==> config.mk <==
export PLATFORM = sky130hd
export DESIGN_NAME = spi_shift_engine_flat
export DESIGN_NICKNAME = d
export VERILOG_FILES = /design/src/rtl/spi_shift_engine_if.sv /design/src/rtl/spi_shift_engine.sv /design/src/flat_wrapper.sv
export SDC_FILE = /design/constraint.sdc
export NUM_CORES = 1
export LEC_CHECK = 0
export CAP_MARGIN = 0
export CORE_MARGIN = 2
export CORE_UTILIZATION = 40
export DETAILED_ROUTE_END_ITERATION = 7
export GPL_TIMING_DRIVEN = 0
export SLEW_MARGIN = 30
export SYNTH_ARGS = -nofsm -noshare
export SYNTH_HDL_FRONTEND = slang
export SYNTH_SLANG_ARGS = --single-unit
export TNS_END_PERCENT = 100
==> constraint.sdc <==
create_clock -name clk -period 2.2 [get_ports clk]
set_input_delay 0.22 -clock clk [delete_from_list [all_inputs] [get_ports clk]]
set_output_delay 0.22 -clock clk [all_outputs]
set_load 0.1 [all_outputs]
==> src/rtl/spi_shift_engine_if.sv <==
// Parallel-word handshake, divider strobes and serial pins for spi_shift_engine.
// The engine takes the slave view; whatever feeds it words and strobes takes the master view.
interface spi_shift_engine_if #(
    parameter int DATA_W = 8
);
    logic [DATA_W-1:0] tx_data;
    logic              tx_valid;
    logic              tx_ready;
    logic              div_valid;
    logic              leading_edge;
    logic              trailing_edg;
    logic              miso;
    logic              mosi;
    logic              ss_n;
    logic [DATA_W-1:0] rx_data;
    logic              rx_valid;
    logic              busy;
    logic              err;

    modport master (
        output tx_data, tx_valid, leading_edge, trailing_edg, miso,
        input  tx_ready, div_valid, mosi, ss_n, rx_data, rx_valid, busy, err
    );

    modport slave (
        input  tx_data, tx_valid, leading_edge, trailing_edg, miso,
        output tx_ready, div_valid, mosi, ss_n, rx_data, rx_valid, busy, err
    );
endinterface

==> src/rtl/spi_shift_engine.sv <==
// SPI master shift engine, CPOL=1/CPHA=1: drives MOSI on SCLK falling, samples MISO on rising.
// Define SPI_LSB_FIRST_EN to shift LSB first; MSB first otherwise.
module spi_shift_engine #(
    parameter int DATA_W      = 8,
    parameter int TIMEOUT_CYC = 255
) (
    input  logic              clk,
    input  logic              rst,
    spi_shift_engine_if.slave bus
);
    localparam int CNT_W = $clog2(DATA_W) + 1;
    localparam int WD_W  = (TIMEOUT_CYC > 0) ? $clog2(TIMEOUT_CYC + 1) : 1;
    localparam logic [CNT_W-1:0] LAST_BIT = CNT_W'(DATA_W - 1);
    localparam logic [WD_W-1:0]  WD_LAST  = (TIMEOUT_CYC > 0) ? WD_W'(TIMEOUT_CYC - 1) : '0;

    typedef enum logic [1:0] {IDLE, SHIFT, DONE} state_t;

    state_t            r_state;
    logic [CNT_W-1:0]  r_bit_cnt;
    logic [WD_W-1:0]   r_wd_cnt;
    logic [DATA_W-1:0] r_tx_sh;
    logic [DATA_W-1:0] r_rx_sh;
    logic [DATA_W-1:0] r_rx_data;
    logic              r_tx_ready;
    logic              r_div_valid;
    logic              r_mosi;
    logic              r_ss_n;
    logic              r_rx_valid;
    logic              r_busy;
    logic              r_err;

    logic              w_accept;
    logic              w_lead;
    logic              w_trail;
    logic              w_timeout;
    logic              w_tx_bit;
    logic [DATA_W-1:0] w_tx_next;
    logic [DATA_W-1:0] w_rx_next;

    assign w_accept  = (r_state == IDLE) && bus.tx_valid && r_tx_ready;
    assign w_lead    = (r_state == SHIFT) && bus.leading_edge;
    assign w_trail   = (r_state == SHIFT) && bus.trailing_edg;
    // Fires on the cycle the idle count would reach TIMEOUT_CYC.
    assign w_timeout = (TIMEOUT_CYC > 0) && (r_state == SHIFT) &&
                       !bus.leading_edge && !bus.trailing_edg && (r_wd_cnt == WD_LAST);

`ifdef SPI_LSB_FIRST_EN
    assign w_tx_bit  = r_tx_sh[0];
    assign w_tx_next = {1'b0, r_tx_sh[DATA_W-1:1]};
    assign w_rx_next = {bus.miso, r_rx_sh[DATA_W-1:1]};
`else
    assign w_tx_bit  = r_tx_sh[DATA_W-1];
    assign w_tx_next = {r_tx_sh[DATA_W-2:0], 1'b0};
    assign w_rx_next = {r_rx_sh[DATA_W-2:0], bus.miso};
`endif

    // Shift registers carry no reset: they are always reloaded on accept.
    always_ff @(posedge clk) begin
        if (w_accept) begin
            r_tx_sh <= bus.tx_data;
            r_rx_sh <= '0;
        end else begin
            if (w_lead)  r_tx_sh <= w_tx_next;
            if (w_trail) r_rx_sh <= w_rx_next;
        end
    end

    always_ff @(posedge clk or negedge rst) begin
        if (!rst) begin
            r_state     <= IDLE;
            r_bit_cnt   <= '0;
            r_wd_cnt    <= '0;
            r_tx_ready  <= 1'b1;
            r_div_valid <= 1'b0;
            r_mosi      <= 1'b1;
            r_ss_n      <= 1'b1;
            r_rx_data   <= '0;
            r_rx_valid  <= 1'b0;
            r_busy      <= 1'b0;
            r_err       <= 1'b0;
        end else begin
            r_div_valid <= 1'b0;
            r_rx_valid  <= 1'b0;
            r_err       <= 1'b0;
            case (r_state)
                IDLE: begin
                    if (w_accept) begin
                        r_state     <= SHIFT;
                        r_bit_cnt   <= '0;
                        r_wd_cnt    <= '0;
                        r_tx_ready  <= 1'b0;
                        r_busy      <= 1'b1;
                        r_ss_n      <= 1'b0;
                        r_div_valid <= 1'b1;
                    end else begin
                        // Idle levels land one edge after DONE or an abort.
                        r_tx_ready <= 1'b1;
                        r_busy     <= 1'b0;
                        r_ss_n     <= 1'b1;
                        r_mosi     <= 1'b1;
                    end
                end
                SHIFT: begin
                    if (w_lead) r_mosi <= w_tx_bit;
                    if (bus.leading_edge || bus.trailing_edg) begin
                        r_wd_cnt <= '0;
                    end else if (TIMEOUT_CYC > 0) begin
                        r_wd_cnt <= r_wd_cnt + 1'b1;
                    end
                    if (w_trail) begin
                        r_bit_cnt <= r_bit_cnt + 1'b1;
                        if (r_bit_cnt == LAST_BIT) r_state <= DONE;
                    end else if (w_timeout) begin
                        r_err   <= 1'b1;
                        r_state <= IDLE;
                    end
                end
                DONE: begin
                    r_rx_data  <= r_rx_sh;
                    r_rx_valid <= 1'b1;
                    r_state    <= IDLE;
                end
                default: r_state <= IDLE;
            endcase
        end
    end

    assign bus.tx_ready  = r_tx_ready;
    assign bus.div_valid = r_div_valid;
    assign bus.mosi      = r_mosi;
    assign bus.ss_n      = r_ss_n;
    assign bus.rx_data   = r_rx_data;
    assign bus.rx_valid  = r_rx_valid;
    assign bus.busy      = r_busy;
    assign bus.err       = r_err;
endmodule

==> src/flat_wrapper.sv <==
// flat-port wrapper written by rule: the top's interface ports become plain ports
module spi_shift_engine_flat 
#(
    parameter int DATA_W      = 8,
    parameter int TIMEOUT_CYC = 255
)
  (clk, rst, bus_tx_data, bus_tx_valid, bus_leading_edge, bus_trailing_edg, bus_miso, bus_tx_ready, bus_div_valid, bus_mosi, bus_ss_n, bus_rx_data, bus_rx_valid, bus_busy, bus_err);
  spi_shift_engine_if #(.DATA_W(DATA_W)) bus_i ();
  input  logic clk;
  input  logic rst;
  input wire logic [$bits(bus_i.tx_data)-1:0] bus_tx_data;
  input wire logic [$bits(bus_i.tx_valid)-1:0] bus_tx_valid;
  input wire logic [$bits(bus_i.leading_edge)-1:0] bus_leading_edge;
  input wire logic [$bits(bus_i.trailing_edg)-1:0] bus_trailing_edg;
  input wire logic [$bits(bus_i.miso)-1:0] bus_miso;
  output wire logic [$bits(bus_i.tx_ready)-1:0] bus_tx_ready;
  output wire logic [$bits(bus_i.div_valid)-1:0] bus_div_valid;
  output wire logic [$bits(bus_i.mosi)-1:0] bus_mosi;
  output wire logic [$bits(bus_i.ss_n)-1:0] bus_ss_n;
  output wire logic [$bits(bus_i.rx_data)-1:0] bus_rx_data;
  output wire logic [$bits(bus_i.rx_valid)-1:0] bus_rx_valid;
  output wire logic [$bits(bus_i.busy)-1:0] bus_busy;
  output wire logic [$bits(bus_i.err)-1:0] bus_err;
  assign bus_i.tx_data = bus_tx_data;
  assign bus_i.tx_valid = bus_tx_valid;
  assign bus_i.leading_edge = bus_leading_edge;
  assign bus_i.trailing_edg = bus_trailing_edg;
  assign bus_i.miso = bus_miso;
  assign bus_tx_ready = bus_i.tx_ready;
  assign bus_div_valid = bus_i.div_valid;
  assign bus_mosi = bus_i.mosi;
  assign bus_ss_n = bus_i.ss_n;
  assign bus_rx_data = bus_i.rx_data;
  assign bus_rx_valid = bus_i.rx_valid;
  assign bus_busy = bus_i.busy;
  assign bus_err = bus_i.err;
  spi_shift_engine #(.DATA_W(DATA_W), .TIMEOUT_CYC(TIMEOUT_CYC)) u_core (.clk(clk), .rst(rst), .bus(bus_i));
endmodule
==> metrics.yaml, run 1 <==
status: "complete, no violations"
nFillCells: 428
cp-start-kind: "flip-flop"
slowest_stage: "clkdlybuf4s50_1"
synthFlopType: "dfrtp_1"
worstPathArrival_ns: 1.81
die_y_um: 73.6
synth-simple-area-share_pct: 20.7
area_growth_pct: 23.7
slowest_delay_ns: 1.14
p_int_w: 0.00189
overflow: 0
synthXorXnorAreaFrac_pct: 0
synth-adder-area-share_pct: 1.94
clock_sinks: 44
synth_cells: 183
cp.required_ns: 1.98
skew_ns: 0.00883
antenna_found_initial: 0
power_frac_comb_pct: 46.3
worst_pin_slew_ns: 0.967
slew_headroom_pct: 35.4
setup_tns_ns: 0
swShare_pct: 46.1
rsz0062_at_grt: "no"
diodes: 0
dp.cells: 265
grt_pass1_vias: 1375
yosysUniqueCellTypes: 36
switchingPower_w: 0.00161
io_buffers: 28
drt_first_iter_violations: 99
setup_viol: 0
cp-end-kind: "output port"
grt_usage_pct: 15.3
synth_mux_area_share_pct: 5.17
clockBufferDepth: 2
cts_made_buffers: 5
ant_nets: 0
yosysSeqAreaShare_pct: 57.0
period_needed_ns: 2.03
setup_slack_ns: 0.166
initial_core_util_pct: 41.3
drc: 0
clockPowerShare_pct: 17.0
seqPwrFrac_pct: 36.7
core_um2: 4690
maxCapViolations: 0
synth_top_area_share_pct: 33.6
power_density_nw_per_um2: 1460
clockRootBuffer: "clkbuf_8"
gp_congestion: 0.790
vias: 1419
drt-pass1-iter-count: 4
htree_levels: 2
final_hold_viol_count: 0
clk-insertion-delay-late_ns: 0.31
grt_max_degree: 29
cp_top_family: "buffers and inverters"
max-vdd-ir-drop_mv: 0.520
num_rows: 25
cp_max_fo: 2
async_flop_share_pct: 63.6
path_clk_slew_ns: 0.09
drive_above_1_share_pct: 16.4
seq_area_um2: 1100
hpwl_um: 2670
drt-vias-per-instance: 5.18
synth.most_common_cell: "nand2_1"
ios: 29
multiInputGateArea_um2: 749
netlist_area_um2: 1940
wl_per_cell_um: 13.6
cts_tree: "done"
p_leak_nw: 1.05
synthTopCellsByArea: "dfrtp_1 34%, edfxtp_1 12%, dfxtp_1 8.3%, nand2_1 8.1%, mux2_2 4.7%"
path_cells: "clkdlybuf4s50_1"
slew_violations: 0
dpl_cell_area_um2: 2280
fin_cells: 274
critPathBufInv: 1
nNetsFinal: 236
synth_edf_count: 8
wl_um: 3720
dieWidth_um: 73.6
syn_avg_cell_area_um2: 10.6
synth_compound_area_share_pct: 10.9
worstSetupPathType: "reg2out"
syn_nets: 200
ys_ff_latch: 44
fin_area_um2: 2390
dieArea_um2: 5410
fmax_mhz: 492
ys_warn_count: 0
dp_slack_ns: 0.209
timing.final.crit_share_pct: 92.4
synth_largest_area_cell: "dfrtp_1"
min_path_type: "reg2reg"
synth_commonest_cells: "42 x nand2_1, 26 x dfrtp_1, 15 x a21oi_1, 11 x o21ai_0, 9 x buf_2"
cts_setup_buffers: 0
grt_pass1_wl_um: 6300
synth_top_family_by_area: "simple AND/OR/NAND/NOR gates"
design_power_total_w: 0.00350
==> worst min-delay path, delay by kind of cell, from the launching register on <==
kind | cells | cell delay [ns]
AO/OA/AOI/OAI | 1 | 0.05
flip-flops | 1 | 0.32
AND/OR/NAND/NOR | 1 | 0.05
==> power groups by stage <==
stage,logic [W],registers (W),clock network [W]
2_1_floorplan,0.000638,0.00191,0
3_3_place_gp,0.00161,0.00129,0
3_5_place_dp,0.00165,0.00130,0
4_1_cts,0.00164,0.00129,0.000606
5_1_grt,0.00175,0.00131,0.000639
6_report,0.00162,0.00129,0.000596
==> per-stage QoR <==
step           util, %  hold WS (ns)
2_1_floorplan        -       -0.0756
3_3_place_gp      48.7         0.442
3_5_place_dp      48.6         0.283
4_1_cts           51.0         0.466
5_1_grt           51.0         0.485
6_report          51.0         0.463
==> worst paths after layout <==
check                                                   from                             end  slack, ns  depth (start not counted)
max in group asynchronous                                rst     u_core.bus.busy$_DFFE_PN0P_       1.32                          2
max                        u_core.bus.rx_data[0]$_DFFE_PN0P_                  bus_rx_data[0]       0.17                          1
min in group asynchronous                                rst  u_core.bus.div_valid$_DFF_PN0_       0.47                          2
max reg2reg                    u_core.r_state[1]$_DFFE_PN0P_     u_core.r_tx_sh[3]$_DFFE_PP_       0.36                          3
min                           u_core.r_rx_sh[7]$_SDFFE_PP0P_  u_core.r_rx_sh[7]$_SDFFE_PP0P_       0.46                          2
min reg2reg                   u_core.r_rx_sh[7]$_SDFFE_PP0P_  u_core.r_rx_sh[7]$_SDFFE_PP0P_       0.46                          2
==> cell families after synthesis <==
logic type	after synthesis
simple gates	73
flops	44
compound gates	37
buf+inv	17
mux	9
fa+ha+maj	3
==> timing repair <==
action	in CTS	in global routing
endpoints found under the hold margin	26	0
endpoints found under the setup margin	3	0
gates resized for setup	3	0
hold buffers	1	0
==> final cells by class <==
class | instances | share of cell area (%)
sequential | 44 | 46.1
timing repair buffer | 29 | 11.8
clock inverter | 2 | 0.679
multi-input combinational | 122 | 31.3
inverter | 6 | 0.940
buffer | 11 | 2.51
clock buffer | 6 | 3.92
tap | 54 | 2.82
==> state kept, by name, summed over array words and instances (netlist names) <==
register	count
u_core.bus.busy	1
u_core.bus.div_valid	1
u_core.bus.err	1
u_core.bus.mosi	1
u_core.bus.rx_data	8
u_core.bus.rx_valid	1
u_core.bus.tx_ready	1
u_core.r_bit_cnt	4
u_core.r_rx_sh	8
u_core.r_state	2
u_core.r_tx_sh	8
u_core.r_wd_cnt	8
==> routing by layer <==
metal  GRT usage [%]  vias up  routed length [um]
li1                -      702                   -
met1            19.2      684                1760
met2            24.6       28                1770
met3            4.53        5                 142
met4            6.06        0                  47
met5               0        -                   0
==> placed cells by master (no fill, tap or decap), types with 2 or more instances in the layout <==
master,n
a21oi_1,15
buf_2,10
buf_4,2
clkbuf_8,5
clkdlybuf4s50_1,24
dfrtp_1,26
dfstp_2,2
dfxtp_1,8
dlygate4sd2_1,3
edfxtp_1,8
ha_1,3
inv_1,6
mux2_2,8
nand2_1,42
nand2b_1,4
nand3_1,5
nor2_1,5
o211ai_1,2
o21ai_0,10
o21ai_1,2
o31ai_1,4
or3_1,4
or4_1,2
Power figures use the tool's default switching activity.
==> run 2, diff against run 1 <==
ABC_CLOCK_PERIOD_IN_PS = 2200   (was not set)
==> results of run 2 <==
Final layout, timing and power as in run 1 (identical DEF).
